--- src/rtl/mac_multi_if.sv ---
// mac_multi_if: bus bundle between the openMSP430 core side and the
// multi-module memory access controller. The master drives core bus
// activity and configuration. The slave (mac_multi) returns the reset
// request and the violation status.
interface mac_multi_if #(
   parameter int NUM_MOD = 4
);
   localparam int MOD_W = (NUM_MOD > 1) ? $clog2(NUM_MOD) : 1;

   // core bus activity
   logic [15:0]      pc;
   logic [15:0]      data_addr;
   logic             data_en;
   logic [15:0]      code_addr;
   logic             code_en;
   logic             code_wr;

   // configuration
   logic             cfg_wr;
   logic [MOD_W-1:0] cfg_idx;
   logic [2:0]       cfg_sel;
   logic [15:0]      cfg_data;
   logic             cfg_lock;
   logic             viol_clr;

   // responses
   logic             reset;
   logic             locked;
   logic             viol_valid;
   logic [2:0]       viol_cause;
   logic [MOD_W-1:0] viol_mod;
   logic [15:0]      viol_cnt;

   modport master (
      output pc, data_addr, data_en, code_addr, code_en, code_wr,
      output cfg_wr, cfg_idx, cfg_sel, cfg_data, cfg_lock, viol_clr,
      input  reset, locked, viol_valid, viol_cause, viol_mod, viol_cnt
   );

   modport slave (
      input  pc, data_addr, data_en, code_addr, code_en, code_wr,
      input  cfg_wr, cfg_idx, cfg_sel, cfg_data, cfg_lock, viol_clr,
      output reset, locked, viol_valid, viol_cause, viol_mod, viol_cnt
   );
endinterface

--- src/rtl/mac_multi.sv ---
// mac_multi: memory access controller that isolates NUM_MOD protected
// modules. Each module has an inclusive text range and an inclusive data
// range. Core bus activity is checked every cycle. A violation starts a
// registered reset pulse of RST_PULSE cycles and records its cause and
// module index in sticky status.
// Optional feature: define MAC_VIOL_COUNT_EN to get a saturating 16-bit
// count of accepted violations on viol_cnt. When it is undefined,
// viol_cnt is tied to zero.
module mac_multi #(
   parameter int NUM_MOD   = 4,
   parameter int RST_PULSE = 4
) (
   input  logic       clk,
   input  logic       rst,
   mac_multi_if.slave bus
);
   localparam int MOD_W = (NUM_MOD > 1) ? $clog2(NUM_MOD) : 1;

   localparam logic [2:0] CAUSE_NONE  = 3'd0;
   localparam logic [2:0] CAUSE_ENTRY = 3'd1;
   localparam logic [2:0] CAUSE_DATA  = 3'd2;
   localparam logic [2:0] CAUSE_TEXT  = 3'd3;
   localparam logic [2:0] CAUSE_WRITE = 3'd4;

   typedef enum logic {MON, PULSE} state_t;

   // per-module configuration
   logic [15:0]        ts_q [NUM_MOD];
   logic [15:0]        ts_d [NUM_MOD];
   logic [15:0]        te_q [NUM_MOD];
   logic [15:0]        te_d [NUM_MOD];
   logic [15:0]        ds_q [NUM_MOD];
   logic [15:0]        ds_d [NUM_MOD];
   logic [15:0]        de_q [NUM_MOD];
   logic [15:0]        de_d [NUM_MOD];
   logic [NUM_MOD-1:0] en_q, en_d;
   logic               locked_q, locked_d;

   // previous fetch tracking for the entry-point check
   logic [15:0]        prev_pc_q, prev_pc_d;
   logic               prev_valid_q, prev_valid_d;

   // reset pulse sequencer
   state_t             state_q, state_d;
   logic [3:0]         pcnt_q, pcnt_d;
   logic               reset_q, reset_d;

   // sticky violation status
   logic               viol_valid_q, viol_valid_d;
   logic [2:0]         viol_cause_q, viol_cause_d;
   logic [MOD_W-1:0]   viol_mod_q, viol_mod_d;

   // combinational violation summary
   logic               hit;
   logic [2:0]         hit_cause;
   logic [MOD_W-1:0]   hit_mod;
   logic [2:0]         mod_c;
   logic               accept;

   // Inclusive range test. A start above the stop gives an empty range.
   function automatic logic in_rng(input logic [15:0] lo, input logic [15:0] hi,
                                   input logic [15:0] a);
      return (lo <= a) && (a <= hi);
   endfunction

   // Highest-priority violation of one module, or CAUSE_NONE.
   function automatic logic [2:0] mod_cause(
      input logic [15:0] ts, input logic [15:0] te,
      input logic [15:0] ds, input logic [15:0] de,
      input logic [15:0] pc, input logic [15:0] prev_pc, input logic prev_valid,
      input logic        data_en, input logic [15:0] data_addr,
      input logic        code_en, input logic code_wr, input logic [15:0] code_addr);
      logic pc_in, prev_in, code_in, data_in;
      pc_in   = in_rng(ts, te, pc);
      prev_in = in_rng(ts, te, prev_pc);
      code_in = in_rng(ts, te, code_addr);
      data_in = in_rng(ds, de, data_addr);
      if (pc_in && (pc != ts) && !(prev_valid && prev_in))
         return CAUSE_ENTRY;
      else if (data_en && data_in && !pc_in)
         return CAUSE_DATA;
      else if (code_en && code_in && !pc_in)
         return CAUSE_TEXT;
      else if (code_en && code_wr && code_in && pc_in)
         return CAUSE_WRITE;
      return CAUSE_NONE;
   endfunction

   // Configuration writes and lock. A write and a lock in the same cycle
   // both take effect because the write is gated by the current lock state.
   always_comb begin
      // NOTE: every signal gets its default first, so no path can leave one
      // unassigned. Missing defaults are how latches get inferred.
      ts_d     = ts_q;
      te_d     = te_q;
      ds_d     = ds_q;
      de_d     = de_q;
      en_d     = en_q;
      locked_d = locked_q | bus.cfg_lock;
      if (bus.cfg_wr && !locked_q && (bus.cfg_sel <= 3'd4)) begin
         for (int i = 0; i < NUM_MOD; i++) begin
            if (MOD_W'(i) == bus.cfg_idx) begin
               case (bus.cfg_sel)
                  3'd0:    ts_d[i] = bus.cfg_data;
                  3'd1:    te_d[i] = bus.cfg_data;
                  3'd2:    ds_d[i] = bus.cfg_data;
                  3'd3:    de_d[i] = bus.cfg_data;
                  3'd4:    en_d[i] = bus.cfg_data[0];
                  default: ;
               endcase
            end
         end
      end
   end

   // Scan enabled modules from the highest index down, so the lowest
   // violating index is the one that remains.
   always_comb begin
      hit       = 1'b0;
      hit_cause = CAUSE_NONE;
      hit_mod   = '0;
      mod_c     = CAUSE_NONE;
      for (int i = NUM_MOD - 1; i >= 0; i--) begin
         mod_c = mod_cause(ts_q[i], te_q[i], ds_q[i], de_q[i],
                           bus.pc, prev_pc_q, prev_valid_q,
                           bus.data_en, bus.data_addr,
                           bus.code_en, bus.code_wr, bus.code_addr);
         if (en_q[i] && (mod_c != CAUSE_NONE)) begin
            hit       = 1'b1;
            hit_cause = mod_c;
            hit_mod   = MOD_W'(i);
         end
      end
   end

   // Pulse FSM, previous-PC tracking and sticky status update.
   always_comb begin
      state_d      = state_q;
      pcnt_d       = pcnt_q;
      reset_d      = reset_q;
      prev_pc_d    = bus.pc;
      prev_valid_d = 1'b0;
      viol_valid_d = viol_valid_q;
      viol_cause_d = viol_cause_q;
      viol_mod_d   = viol_mod_q;
      accept       = 1'b0;
      case (state_q)
         MON: begin
            prev_valid_d = 1'b1;
            if (hit) begin
               accept  = 1'b1;
               state_d = PULSE;
               reset_d = 1'b1;
               pcnt_d  = 4'(RST_PULSE - 1);
            end
         end
         PULSE: begin
            // Violations seen here are ignored; the core is being reset.
            if (pcnt_q == 4'd0) begin
               state_d = MON;
               reset_d = 1'b0;
            end else begin
               pcnt_d = pcnt_q - 4'd1;
            end
         end
         default: state_d = MON;
      endcase
      if (bus.viol_clr) begin
         viol_valid_d = 1'b0;
         viol_cause_d = CAUSE_NONE;
         viol_mod_d   = '0;
      end
      // A new violation is latched over a clear in the same cycle, but
      // never over an earlier recorded one.
      if (accept && (!viol_valid_q || bus.viol_clr)) begin
         viol_valid_d = 1'b1;
         viol_cause_d = hit_cause;
         viol_mod_d   = hit_mod;
      end
   end

   // State registers. Configuration is part of the security state and must
   // come up empty and disabled, so the region registers are reset too.
   always_ff @(posedge clk or posedge rst) begin
      if (rst) begin
         // NOTE: the region arrays are reset on purpose. A protected region
         // with an unknown power-up value would make the checks meaningless.
         for (int i = 0; i < NUM_MOD; i++) begin
            ts_q[i] <= '0;
            te_q[i] <= '0;
            ds_q[i] <= '0;
            de_q[i] <= '0;
         end
         en_q         <= '0;
         locked_q     <= 1'b0;
         prev_pc_q    <= '0;
         prev_valid_q <= 1'b0;
         state_q      <= MON;
         pcnt_q       <= '0;
         reset_q      <= 1'b0;
         viol_valid_q <= 1'b0;
         viol_cause_q <= CAUSE_NONE;
         viol_mod_q   <= '0;
      end else begin
         // NOTE: non-blocking assignments make every flop sample the old
         // value of the others, which is what keeps this block order-independent.
         ts_q         <= ts_d;
         te_q         <= te_d;
         ds_q         <= ds_d;
         de_q         <= de_d;
         en_q         <= en_d;
         locked_q     <= locked_d;
         prev_pc_q    <= prev_pc_d;
         prev_valid_q <= prev_valid_d;
         state_q      <= state_d;
         pcnt_q       <= pcnt_d;
         reset_q      <= reset_d;
         viol_valid_q <= viol_valid_d;
         viol_cause_q <= viol_cause_d;
         viol_mod_q   <= viol_mod_d;
      end
   end

`ifdef MAC_VIOL_COUNT_EN
   logic [15:0] viol_cnt_q, viol_cnt_d;

   // Saturating count of accepted violations. Only rst clears it.
   always_comb begin
      viol_cnt_d = viol_cnt_q;
      if (accept && (viol_cnt_q != 16'hFFFF))
         viol_cnt_d = viol_cnt_q + 16'd1;
   end

   // Violation counter register.
   always_ff @(posedge clk or posedge rst) begin
      if (rst) viol_cnt_q <= '0;
      else     viol_cnt_q <= viol_cnt_d;
   end

   assign bus.viol_cnt = viol_cnt_q;
`else
   assign bus.viol_cnt = 16'h0000;
`endif

   assign bus.reset      = reset_q;
   assign bus.locked     = locked_q;
   assign bus.viol_valid = viol_valid_q;
   assign bus.viol_cause = viol_cause_q;
   assign bus.viol_mod   = viol_mod_q;

endmodule

--- src/flat_wrapper.sv ---
// flat-port wrapper written by rule: the top's interface ports become plain ports
module mac_multi_flat 
#(
   parameter int NUM_MOD   = 4,
   parameter int RST_PULSE = 4
)
  (clk, rst, bus_pc, bus_data_addr, bus_data_en, bus_code_addr, bus_code_en, bus_code_wr, bus_cfg_wr, bus_cfg_idx, bus_cfg_sel, bus_cfg_data, bus_cfg_lock, bus_viol_clr, bus_reset, bus_locked, bus_viol_valid, bus_viol_cause, bus_viol_mod, bus_viol_cnt);
  mac_multi_if #(.NUM_MOD(NUM_MOD)) bus_i ();
  input  logic clk;
  input  logic rst;
  input wire logic [$bits(bus_i.pc)-1:0] bus_pc;
  input wire logic [$bits(bus_i.data_addr)-1:0] bus_data_addr;
  input wire logic [$bits(bus_i.data_en)-1:0] bus_data_en;
  input wire logic [$bits(bus_i.code_addr)-1:0] bus_code_addr;
  input wire logic [$bits(bus_i.code_en)-1:0] bus_code_en;
  input wire logic [$bits(bus_i.code_wr)-1:0] bus_code_wr;
  input wire logic [$bits(bus_i.cfg_wr)-1:0] bus_cfg_wr;
  input wire logic [$bits(bus_i.cfg_idx)-1:0] bus_cfg_idx;
  input wire logic [$bits(bus_i.cfg_sel)-1:0] bus_cfg_sel;
  input wire logic [$bits(bus_i.cfg_data)-1:0] bus_cfg_data;
  input wire logic [$bits(bus_i.cfg_lock)-1:0] bus_cfg_lock;
  input wire logic [$bits(bus_i.viol_clr)-1:0] bus_viol_clr;
  output wire logic [$bits(bus_i.reset)-1:0] bus_reset;
  output wire logic [$bits(bus_i.locked)-1:0] bus_locked;
  output wire logic [$bits(bus_i.viol_valid)-1:0] bus_viol_valid;
  output wire logic [$bits(bus_i.viol_cause)-1:0] bus_viol_cause;
  output wire logic [$bits(bus_i.viol_mod)-1:0] bus_viol_mod;
  output wire logic [$bits(bus_i.viol_cnt)-1:0] bus_viol_cnt;
  assign bus_i.pc = bus_pc;
  assign bus_i.data_addr = bus_data_addr;
  assign bus_i.data_en = bus_data_en;
  assign bus_i.code_addr = bus_code_addr;
  assign bus_i.code_en = bus_code_en;
  assign bus_i.code_wr = bus_code_wr;
  assign bus_i.cfg_wr = bus_cfg_wr;
  assign bus_i.cfg_idx = bus_cfg_idx;
  assign bus_i.cfg_sel = bus_cfg_sel;
  assign bus_i.cfg_data = bus_cfg_data;
  assign bus_i.cfg_lock = bus_cfg_lock;
  assign bus_i.viol_clr = bus_viol_clr;
  assign bus_reset = bus_i.reset;
  assign bus_locked = bus_i.locked;
  assign bus_viol_valid = bus_i.viol_valid;
  assign bus_viol_cause = bus_i.viol_cause;
  assign bus_viol_mod = bus_i.viol_mod;
  assign bus_viol_cnt = bus_i.viol_cnt;
  mac_multi #(.NUM_MOD(NUM_MOD), .RST_PULSE(RST_PULSE)) u_core (.clk(clk), .rst(rst), .bus(bus_i));
endmodule
--- config.mk ---
export PLATFORM = sky130hd
export DESIGN_NAME = mac_multi_flat
export DESIGN_NICKNAME = d
export VERILOG_FILES = /design/src/rtl/mac_multi_if.sv /design/src/rtl/mac_multi.sv /design/src/flat_wrapper.sv
export SDC_FILE = /design/constraint.sdc
export NUM_CORES = 1
export LEC_CHECK = 0
export ABC_AREA = 1
export BUFFER_PORTS_ARGS = -buffer_cell sky130_fd_sc_hd__clkbuf_2
export CAP_MARGIN = 25
export CORE_MARGIN = 5
export CORE_UTILIZATION = 50
export CTS_CLUSTER_SIZE = 12
export DETAILED_ROUTE_END_ITERATION = 8
export GPL_TIMING_DRIVEN = 0
export PLACE_DENSITY = 0.67
export SETUP_SLACK_MARGIN = 0.02
export SLEW_MARGIN = 30
export SYNTH_ARGS = -nofsm -noshare
export SYNTH_HDL_FRONTEND = slang
export SYNTH_SLANG_ARGS = --single-unit
--- constraint.sdc ---
create_clock -name clk -period 10.2 [get_ports clk]
set_input_delay 1.53 -clock clk [delete_from_list [all_inputs] [get_ports clk]]
set_output_delay 1.53 -clock clk [all_outputs]
set_load 0.01 [all_outputs]
==> results.json <==
{
  "hold_class": "reg2reg",
  "multi_input_area_mm2": 0.0144,
  "grt.overflow.total": 0,
  "post-route-util": 0.557,
  "critPathMostFrequentCell": "nand2_1",
  "crit_arrival_ns": 4.18,
  "grt_start_max_net_pins": 78,
  "avgSynthCellArea_um2": 7.88,
  "total_power_mw": 2.91,
  "syn_inst": 2950,
  "cp.required_ns": 10.71,
  "drc": 0,
  "rr_endpoint": "u_core.bus.viol_cause[2]",
  "r2r_start": "u_core.prev_pc_q[15]",
  "cp_max_fo": 10,
  "drt_iter0_markers": 1448,
  "vdd_drop_max_mv": 0.119,
  "die_area_mm2": 0.0509,
  "synth.distinct_cells": 34,
  "drv_cap": 0,
  "h-tree-depth": 2,
  "powerDensity_mw_per_mm2": 113,
  "post-route-period-util": 0.360,
  "status": "complete, no violations",
  "worstMarginPinSlew_ns": 1.03,
  "finalHoldViolCount": 0,
  "drt-total-wl_um": 72100,
  "drive_gt1_frac": 0.0690,
  "cts.sinks": 290,
  "initial_utilization": 0.503,
  "cpMaxStageDelayCell": "nor3_2",
  "cts_max_path_buffers": 3,
  "worstRegToRegCells": 19,
  "relSlewSlack": 0.312,
  "die_width_um": 226,
  "setup_viol": 0,
  "grt_pass1_vias": 20400,
  "io_pins": 101,
  "syn_to_final_growth_pct": 10.7,
  "critPathMaxStageDelay_ns": 0.35,
  "gp_congestion": 0.957,
  "hold_end": "u_core.te_q[2]",
  "num_vias": 20900,
  "synth.yosys.warnings": 0,
  "regArea_mm2": 0.00726,
  "viasPerCell": 5.60,
  "grt_first_pass_wirelength_um": 111000,
  "crit_chain": "clkbuf_2, inv_1, ha_1, nand2_1, inv_1, nand3_1, nor3_2, inv_1, nor2_1, a21oi_1, nor2_2, nand2_1, nand3_2, nand2_4, nand2_4, inv_2, nand2_4, nand3_4, nor2_2, nand2_1, nand2_1",
  "postCtsSetupBuffers": 0,
  "ant_nets": 0,
  "clock_skew_ns": 0.0185,
  "cp_num_buf_inv": 5,
  "grt_use_total": 0.282,
  "clk_pin_slew_ns": 0.05,
  "ctsResizeCount": 0,
  "max_freq_ghz": 0.272,
  "wl_per_cell_um": 19.3,
  "worstHoldPathCells": 2,
  "layout_min_cycle_time_ns": 3.67,
  "most-common-layout-cells": "nand2_1, ha_1, inv_1",
  "cts_hold_buf": 0,
  "reg2reg_setup_slack_ns": 7.28,
  "cts_buffers": 38,
  "portBuffers": 84,
  "critPathKind": "in2reg",
  "rows": 79,
  "cts_root_buf": "clkbuf_16",
  "synth.ff_latch_count": 290,
  "nets": 3682,
  "rsz0062_at_grt": "false",
  "netlist_area_mm2": 0.0232,
  "endpoint_kind": "flop",
  "drtPass1Iterations": 5,
  "power_leakage_nw": 13.4,
  "clk_latency_ns": 0.57,
  "slew_violations": 0,
  "nFillCells": 4294,
  "final_common_cell": "nand2_1",
  "core_area_mm2": 0.0463,
  "seq_area_frac_synth": 0.312,
  "path_delay_family": "simple AND/OR/NAND/NOR gates",
  "antenna_found_initial": 5,
  "cts_tree": "built",
  "start_kind": "input pin",
  "hpwl_um": 57800,
  "dieHeight_um": 226,
  "hp-start": "u_core.te_q[2]"
}
## Yosys cell counts (all sizes together)
library cell | instances | area [um^2]
nand2 | 782 | 3020
ha | 513 | 6420
inv | 353 | 1330
o21ai | 329 | 1650
dfrtp | 290 | 7260
a21oi | 245 | 1230
nor2 | 141 | 544
nand3 | 93 | 523
clkbuf | 66 | 248
nand4 | 35 | 219
o21a | 26 | 195
nor3 | 19 | 115
o21bai | 17 | 128
buf | 16 | 120
a21o | 7 | 52.6
nor4 | 7 | 123
nand3b | 5 | 37.5
and2 | 1 | 6.26
conb | 1 | 3.75
o211ai | 1 | 7.51
o22a | 1 | 8.76
or2 | 1 | 6.26
xor2 | 1 | 8.76
## how the worst max path moves through the flow
stage,slack (ns),start,endpoint,cells past startpoint
6_report,6.53,bus_code_addr[15],u_core.bus.viol_cause[2],21
5_1_grt,6.30,bus_code_addr[15],u_core.bus.viol_cause[2],21
4_1_cts,6.60,bus_code_addr[15],u_core.bus.viol_cause[2],21
3_5_place_dp,6.00,bus_code_addr[15],u_core.bus.viol_cause[2],21
3_3_place_gp,-2.68,rst,u_core.ts_q[57],2
2_1_floorplan,0.66,rst,u_core.bus.locked,1
## worst register-to-register path, cell delays in order, from the launching register on
cell and delay [ns]:
dfrtp_1 0.52, inv_1 0.23, ha_1 0.35, nand2_1 0.07, inv_1 0.05, nand3_1 0.08
nor3_1 0.36, nand3_1 0.12, nand2_1 0.11, nand3_1 0.11, nand2_2 0.15, nand3_2 0.11
nand2_4 0.11, nand2_4 0.07, inv_2 0.07, nand2_4 0.05, nand3_4 0.11, nor2_2 0.05
nand2_1 0.07, nand2_1 0.06
## power breakdown
part	switching (mW)	internal [mW]	total, mW
registers	0.0260	1.17	1.20
clock network	0.532	0.739	1.27
logic	0.298	0.145	0.444
total	0.856	2.06	2.91
## metal layers
metal  routed length, um  GRT usage  vias to the layer above
li1                    -          -                    10100
met1               30200      0.360                     9869
met2               34000      0.477                      660
met3                4610     0.0415                      199
met4                3230      0.124                        4
met5                  28          0                        -
## layout make-up
cell class	instances	share of cell area
antenna	2	0.000194
buffer	82	0.0143
clock buffer	54	0.0420
clock inverter	12	0.00330
inverter	353	0.0518
multi-input combinational	2240	0.558
sequential	290	0.282
tap	607	0.0295
timing repair buffer	87	0.0195
## flip-flops by register name, summed over array words and instances (netlist names), 2 cells and up
name / flops
u_core.de_q: 64
u_core.bus.viol_cause: 3
u_core.te_q: 64
u_core.prev_pc_q: 16
u_core.ts_q: 64
u_core.ds_q: 64
u_core.en_q: 4
u_core.pcnt_q: 4
u_core.bus.viol_mod: 2
## through the flow
step	TNS (ns)	cells	setup WS, ns	instance area (um^2)	hold slack (ns)
floorplan	0	2965	0.664	23300	0.453
global placement	-765.24	3656	-2.68	24500	0.467
detailed placement	0	3659	6.00	24600	0.473
CTS	0	3725	6.60	25700	0.486
global route	0	3725	6.30	25700	0.495
finish	0	3727	6.53	25700	0.481
## logic make-up (layout without fill, tap and decap cells)
group | count (synthesis) | after routing | share of synthesized area
buffers and inverters | 435 | 588 | 0.0728
other | 1 | 18 | 0.000161
AOI/OAI and AO/OA | 626 | 626 | 0.141
and+or+nand+nor | 1084 | 1084 | 0.198
xor gates and xnor gates | 1 | 1 | 0.000377
adders and majority gates | 513 | 513 | 0.276
DFF | 290 | 290 | 0.312
Note: power is estimated with default switching activity, not from simulation.
